**config.mk**
```make
export PLATFORM = sky130hd
export DESIGN_NAME = crosshair_pos_filter
export DESIGN_NICKNAME = d
export VERILOG_FILES = /design/src/rtl/crosshair_pos_filter.sv
export SDC_FILE = /design/constraint.sdc
export NUM_CORES = 1
export LEC_CHECK = 0
export ABC_AREA = 1
export CAP_MARGIN = 20
export CELL_PAD_IN_SITES_DETAIL_PLACEMENT = 2
export CELL_PAD_IN_SITES_GLOBAL_PLACEMENT = 2
export CORE_UTILIZATION = 25
export CTS_BUF_LIST = sky130_fd_sc_hd__clkbuf_16
export DETAILED_ROUTE_END_ITERATION = 7
export PLACE_DENSITY_LB_ADDON = 0.1
export SYNTH_ARGS = -nofsm -noshare
export SYNTH_HDL_FRONTEND = slang
export SYNTH_SLANG_ARGS = --single-unit
```
**constraint.sdc**
```tcl
create_clock -name clk -period 3.3 [get_ports clk]
set_input_delay 0.495 -clock clk [delete_from_list [all_inputs] [get_ports clk]]
set_output_delay 0.495 -clock clk [all_outputs]
set_load 0.01 [all_outputs]
```
**src/rtl/crosshair_pos_filter.sv**
```systemverilog
// Aim-coordinate conditioner: clamps raw x/y to the visible area, averages each axis,
// latches the result once per frame at vblank entry and tracks whether the source is alive.
module crosshair_pos_filter #(
  parameter int unsigned H_ACTIVE       = 1024,
  parameter int unsigned V_ACTIVE       = 768,
  parameter int unsigned AVG_SHIFT      = 2,
  parameter int unsigned TIMEOUT_FRAMES = 30
) (
  input  logic        clk,
  input  logic        rst,
  input  logic [11:0] raw_x,
  input  logic [11:0] raw_y,
  input  logic        raw_valid,
  input  logic        vblnk,
  output logic [11:0] xpos,
  output logic [11:0] ypos,
  output logic        pos_valid
);

  localparam int unsigned Depth = 1 << AVG_SHIFT;
  localparam int unsigned SumW  = 12 + AVG_SHIFT;
  localparam int unsigned PtrW  = (AVG_SHIFT > 0) ? AVG_SHIFT : 1;

  localparam logic [11:0] XMax     = 12'(H_ACTIVE - 1);
  localparam logic [11:0] YMax     = 12'(V_ACTIVE - 1);
  localparam logic [PtrW-1:0] PtrLast = PtrW'(Depth - 1);
  localparam logic [7:0]  Timeout  = 8'(TIMEOUT_FRAMES);

  typedef enum logic {StLost, StTrack} state_e;

  state_e            state;
  logic              vblnk_d;
  logic              s_valid;
  logic [11:0]       s_x, s_y;
  logic [11:0]       ring_x [Depth];
  logic [11:0]       ring_y [Depth];
  logic [SumW-1:0]   sum_x, sum_y;
  logic [PtrW-1:0]   wr_ptr;
  logic [7:0]        frame_cnt;
  logic              seen;

  logic              fe;
  logic [11:0]       clamp_x, clamp_y;
  logic [11:0]       avg_x, avg_y;
  logic [7:0]        cnt_inc;
  logic              timeout;

  always_comb begin
    fe      = vblnk & ~vblnk_d;
    clamp_x = (raw_x > XMax) ? XMax : raw_x;
    clamp_y = (raw_y > YMax) ? YMax : raw_y;
    avg_x   = 12'(sum_x >> AVG_SHIFT);
    avg_y   = 12'(sum_y >> AVG_SHIFT);
    cnt_inc = (frame_cnt == 8'hff) ? frame_cnt : frame_cnt + 8'd1;
    timeout = (state == StTrack) && fe && !seen && (cnt_inc == Timeout);
  end

  always_ff @(posedge clk) begin
    if (rst) begin
      state     <= StLost;
      vblnk_d   <= 1'b0;
      s_valid   <= 1'b0;
      s_x       <= '0;
      s_y       <= '0;
      sum_x     <= '0;
      sum_y     <= '0;
      wr_ptr    <= '0;
      frame_cnt <= '0;
      seen      <= 1'b0;
      xpos      <= 12'(H_ACTIVE / 2);
      ypos      <= 12'(V_ACTIVE / 2);
      pos_valid <= 1'b0;
      for (int unsigned i = 0; i < Depth; i++) begin
        ring_x[i] <= '0;
        ring_y[i] <= '0;
      end
    end else begin
      vblnk_d <= vblnk;
      s_valid <= raw_valid;
      s_x     <= clamp_x;
      s_y     <= clamp_y;

      // A sample still in the pipeline at the frame edge belongs to the new frame.
      if (fe) begin
        seen      <= s_valid;
        frame_cnt <= seen ? 8'd0 : cnt_inc;
      end else if (s_valid) begin
        seen <= 1'b1;
      end

      unique case (state)
        StLost: begin
          if (fe) pos_valid <= 1'b0;
          // Preload the whole ring so the average starts at the first sample.
          if (s_valid) begin
            state     <= StTrack;
            sum_x     <= SumW'(s_x) << AVG_SHIFT;
            sum_y     <= SumW'(s_y) << AVG_SHIFT;
            wr_ptr    <= '0;
            frame_cnt <= '0;
            for (int unsigned i = 0; i < Depth; i++) begin
              ring_x[i] <= s_x;
              ring_y[i] <= s_y;
            end
          end
        end
        StTrack: begin
          if (timeout) begin
            state     <= StLost;
            pos_valid <= 1'b0;
          end else if (fe) begin
            // avg reflects the sum before any coincident sample update.
            xpos      <= avg_x;
            ypos      <= avg_y;
            pos_valid <= 1'b1;
          end
          if (s_valid) begin
            ring_x[wr_ptr] <= s_x;
            ring_y[wr_ptr] <= s_y;
            sum_x  <= sum_x + SumW'(s_x) - SumW'(ring_x[wr_ptr]);
            sum_y  <= sum_y + SumW'(s_y) - SumW'(ring_y[wr_ptr]);
            wr_ptr <= (wr_ptr == PtrLast) ? '0 : wr_ptr + 1'b1;
          end
        end
        default: state <= StLost;
      endcase
    end
  end

endmodule

```
---- Yosys cells after proc, flatten, opt, wreduce, memory -nomap -nowiden ----
Memories as Yosys holds them, arrays and structs flattened. A register that Yosys moved wholly into a read port is not among the register bits.
Cells that the tools add are included.
storage, ports and cells
  register bits after elaboration ......... 91
  RAM bits ................................ 96
  bits of input ports ..................... 28
  output and inout bits ................... 25
  logic and storage cells ................. 108
  memories ................................ 2
memory list
  memory  depth  width  read ports  clocked after Yosys merged registers in  wr ports  RTL line  text
  ring_x  4      12     1           1                                        4         35        logic [11:0] ring_x [Depth];
  ring_y  4      12     1           1                                        4         36        logic [11:0] ring_y [Depth];
cells by class
  add/subtract/negate cells ............... 6
  order comparisons ....................... 2
  eq/ne operators ......................... 7
  muxes and demuxes ....................... 52
  bitwise gates (word level) .............. 12
  reduce and logical (&&, ||, !) cells .... 12
operator list
  cell                                                   number
  2-to-1 mux 12 bit                                      10
  2-to-1 mux 14 bit                                      4
  case mux 14 bit (2 select lines)                       2
  2-to-1 mux 8 bit                                       5
  adder 14 x 12 -> 14 bit                                2
  subtractor 14 x 12 -> 14 bit                           2
  > comparator 12 x 10 -> 1 bit (second input constant)  2
  OR reduction 12 bit                                    2
  2-to-1 mux 10 bit                                      2
  2-to-1 mux 2 bit                                       9
  2-to-1 mux 1 bit                                       17
  adder 8 x 1 -> 8 bit (second input constant)           1
  equality test 8 x 5 -> 1 bit (second input constant)   1
  equality test 8 bit (second input constant)            1
  bitwise OR 1 bit                                       8
  != test 2 bit (second input constant)                  2
  case mux 1 bit (2 select lines)                        2
  case mux 2 bit (2 select lines)                        1
  AND reduction 2 bit                                    2
  OR reduction 2 bit                                     2
  logical AND 1 bit                                      3
  != test 3 x 1 -> 1 bit (second input constant)         1
  NOT 1 bit                                              3
  AND reduction 3 bit                                    1
  6 further kinds                                        6

---- Longest topological paths before layout ----
  word-level depth ........................ 7
  depth in mapped cells ................... 19
  mapped depth without buffers ............ 17

---- Least setup slack after synthesis ----
OpenSTA, ideal clock, no wires.
  path kind ............................... register to register
  start ................................... reg with a tool-made name
  end ..................................... reg sum_x[13]
  setup time .............................. 117 ps
  data arrival time ....................... 2643 ps
  required time ........................... 3183 ps
  setup slack ............................. 540 ps
  stages on the path, launching flop included .. 17
  buffers on the path ..................... 2
  period minus slack after synthesis ...... 2760 ps
  path through ............................ dfxtp_1 inv_1 clkbuf_1 clkbuf_1 nor2_1 o22ai_1 fa_1 inv_1 ha_1 a21oi_1 nor2_1 nor2_1 nand3_1 nand2_1 nand4_1 nand3_1 nand2_1
RTL lines
  what                    RTL line  text
  end signal: assignment  97        sum_x <= SumW'(s_x) << AVG_SHIFT;
  end signal: assignment  120       sum_x <= sum_x + SumW'(s_x) - SumW'(ring_x[wr_ptr]);
  end: declaration        37        logic [SumW-1:0] sum_x, sum_y;

==> metrics.md <==
| Metric | Value |
|---|---|
| Status | `finished clean` |
| Vias/cell | `4.57` |
| CP top delay family | `compound AO/OA/AOI/OAI gates` |
| FP Rows | `between 70 and 80` |
| Crit path arrival time | `~3.4 ns` |
| Fillers | `4465` |
| Critical Path Most Common Cell | `o21ai_0` |
| Final ANT Viol Nets | `0` |
| Final period util | `about 93%` |
| HPWL Detailed | `between 20000 and 25000 µm` |
| Count of different cell masters after synthesis | `41` |
| Core area | `around 39000 µm²` |
| Kind of critical path | `reg2reg` |
| Antenna diodes | `0` |
| HP Class | `reg2reg` |
| Critical Path RT | `3.63 ns` |
| Vias in the first global route | `about 9200` |
| PortBufs | `52` |
| Via count | `just over 8000` |
| Slew @ Worst Pin | `0.817 ns` |
| Slew Limit Fails | `0` |
| 1st-iter DRT viols | `between 200 and 300` |
| Initial antenna violation count | `0` |
| Post-Syn Area | `a little under 10000 µm²` |
| Finish-stage setup viols | `0` |
| Gr ovfl total | `0` |
| Slowest-stage cell, CP | `fa_1` |
| Crit path cell chain | `inv_1, buf_12, o21ai_0, o22ai_1, fa_1, inv_1, ha_1, a21oi_1, o21ai_0, nand2_1, nand3_1, o21ai_0, a21oi_1` |
| Max incr delay on CP | `0.50 ns` |
| Starting Density | `between 20 and 30%` |
| CP endpoint kind | `register` |
| Syn_area_per_cell | `a little over 8 µm²` |
| Post-Synthesis Cells | `between 1000 and 1500` |
| RePlAce Congestion | `around 0.77` |
| Synth Register Bits | `189` |
| Worst-path maximum fanout | `38` |
| Synthesis Warnings | `0` |
| F_max | `about 330 MHz` |
| Worst vdd ir | `between 0.2 and 0.3 mV` |
| Total negative slack | `0 ns` |
| Die area | `~40000 µm²` |
| Nets | `1338` |
| Max Root-Sink Buffers | `2` |
| Leakage | `about 5.1 nW` |
| Die Y | `201 µm` |
| Latest clock arrival within the worst-skew pair | `about 0.46 ns` |
| Pin count of the biggest net entering global routing | `39` |
| Post-Route Skew | `0.00928 ns` |
| Crit path buf inv count | `3` |
| Setup crit start kind | `register` |
| Die X | `201 µm` |
| H-tree depth | `4` |
| Root buf cell | `clkbuf_16` |
| Global-route wire length before repair | `54500 µm` |
| Max_slew headroom | `a little under half` |
| Power, Total | `0.00609 W` |
| Tot GR Track Use | `a little under a fifth` |
| P per Cell Area | `about 520 nW/µm²` |
| Non-Filler Instances | `between 1500 and 2000` |
| Layout cells sized above 1 | `roughly 7.4%` |
| I/O Pins | `53` |
| Pre-Repair DR Iteration Count | `4` |
| Final WS setup | `approximately 0.24 ns` |
| TritonCTS buffer count | `17` |
| Sequential share of the synthesized area | `just under 50%` |
| # Max-Cap Violations | `0` |
| RSZ-0062 raised after global routing | `no` |
| Drt drc | `0` |
| Fin. Hold Viols | `0` |
| CTS tree | `yes` |
| CTS clock-pin slew for the worst setup and hold paths | `~0.080 ns` |
| Pre-CTS setup slack | `0.284 ns` |
| WL final | `approximately 34000 µm` |
| Hold slack | `0.476 ns` |
| Final Critical Period | `~3.1 ns` |
| Total clock sinks | `around 190` |
| DR WL/cell | `slightly below 20 µm` |
| Placed Cells | `between 1500 and 2000` |
| P&R area growth vs syn | `19.8%` |
==> where the power goes <==
group / switching, W / internal (W) / leakage, nW
sequential: 0.0000606 / 0.00261 / 1.78
clock: 0.000999 / 0.00104 / 0.270
combinational: 0.000905 / 0.000483 / 3.01
==> layout make-up <==
type / instances / area [µm²] / area share [%]
Sequential cell: 189 / 4750 / 40.2
Multi-Input combinational cell: 745 / 4140 / 35.0
Inverter: 211 / 792 / 6.71
Timing Repair Buffer: 89 / 935 / 7.91
Clock buffer: 17 / 425 / 3.60
Tap cell: 518 / 648 / 5.49
Clock inverter: 15 / 126 / 1.07
==> layer usage <==
| metal | routed length, µm | part of all wire, % | up-vias | GRT usage (%) |
|---|---|---|---|---|
| met5 | 0 | 0 | - | 0 |
| met4 | 451 | 1.3 | 0 | 4.28 |
| met3 | 654 | 1.9 | 24 | 3.05 |
| met2 | 17300 | 50 | 56 | 32.2 |
| met1 | 15900 | 46 | 4090 | 22.4 |
| li1 | - | - | 3980 | - |
==> cells in the mapped netlist (all sizes together) <==
master,instances,share of area [%]
nand2,178,7.0
xor2,8,0.71
a32oi,2,0.18
buf,19,1.1
o22ai,31,2.0
a211o,1,0.089
nand3b,2,0.15
edfxtp,96,29
dfxtp,93,19
a22oi,4,0.30
clkinv,1,0.038
a21oi,55,2.9
ha,33,4.2
nand4,30,1.9
a31oi,16,1.0
xnor2,3,0.27
nand3,47,2.5
or2,1,0.064
a21o,1,0.076
clkbuf,27,1.0
a211oi,1,0.076
nor2,214,8.5
a32o,5,0.51
o21bai,2,0.15
inv,210,8.0
nor3,4,0.20
o21ai,78,4.0
fa,24,4.9
o211ai,1,0.076
conb,1,0.038
==> path summary, 6_finish.rpt <==
check	start	slack, ns	end	cells past startpoint
max reg2reg	register	0.24	sum_x[11]$_SDFFE_PP0P_	13
min reg2reg	ypos[7]$_SDFFE_PP1P_	0.48	ypos[7]$_SDFFE_PP1P_	2
max	register	0.24	sum_x[11]$_SDFFE_PP0P_	13
min	ypos[7]$_SDFFE_PP1P_	0.48	ypos[7]$_SDFFE_PP1P_	2
==> registers in the layout (all words and copies together) (netlist names), 2 cells and up, named ones only <==
register	count
ring_x	48
wr_ptr	2
ring_y	48
s_y	12
s_x	12
ypos	12
xpos	12
frame_cnt	8
sum_y	14
sum_x	14
==> stage by stage <==
step | util, % | cell area (µm²)
after floorplan | - | 9870
after global placement | 29.0 | 11200
after detailed placement | 29.0 | 11200
after CTS | 30.4 | 11800
after global routing | 30.5 | 11800
final | 30.5 | 11800
==> kinds of logic after synthesis <==
logic type	synth area share [%]
AND/OR/NAND/NOR	20.3
XOR/XNOR	0.977
AO/OA/AOI/OAI	11.3
other	0.0380
flip-flops	48.1
adder cells (fa/ha/maj)	9.06
buffers and inverters	10.1
==> worst min-delay path, delay by kind of cell (launching register included) <==
family	cells	cell delay [ns]
and+or+nand+nor	2	0.10
DFF	1	0.34
==> repair_timing <==
item / 4_1_cts / 5_1_grt
setup endpoints to repair: 0 / 2
gates resized for setup: 0 / 5
buffers inserted: 0 / 0
hold buffers: 0 / 0
==> placed cells by master, fill, tap and decap left out, types with 33 or more instances in the layout <==
cell | Yosys | final
dfxtp_1 | 93 | 92
edfxtp_1 | 96 | 96
o21ai_0 | 77 | 76
clkdlybuf4s50_1 | 0 | 51
a21oi_1 | 52 | 50
ha_1 | 33 | 33
inv_1 | 204 | 207
nor2_1 | 206 | 206
nand2_1 | 175 | 175
nand3_1 | 46 | 45
Note: power is estimated with default switching activity, not from simulation.
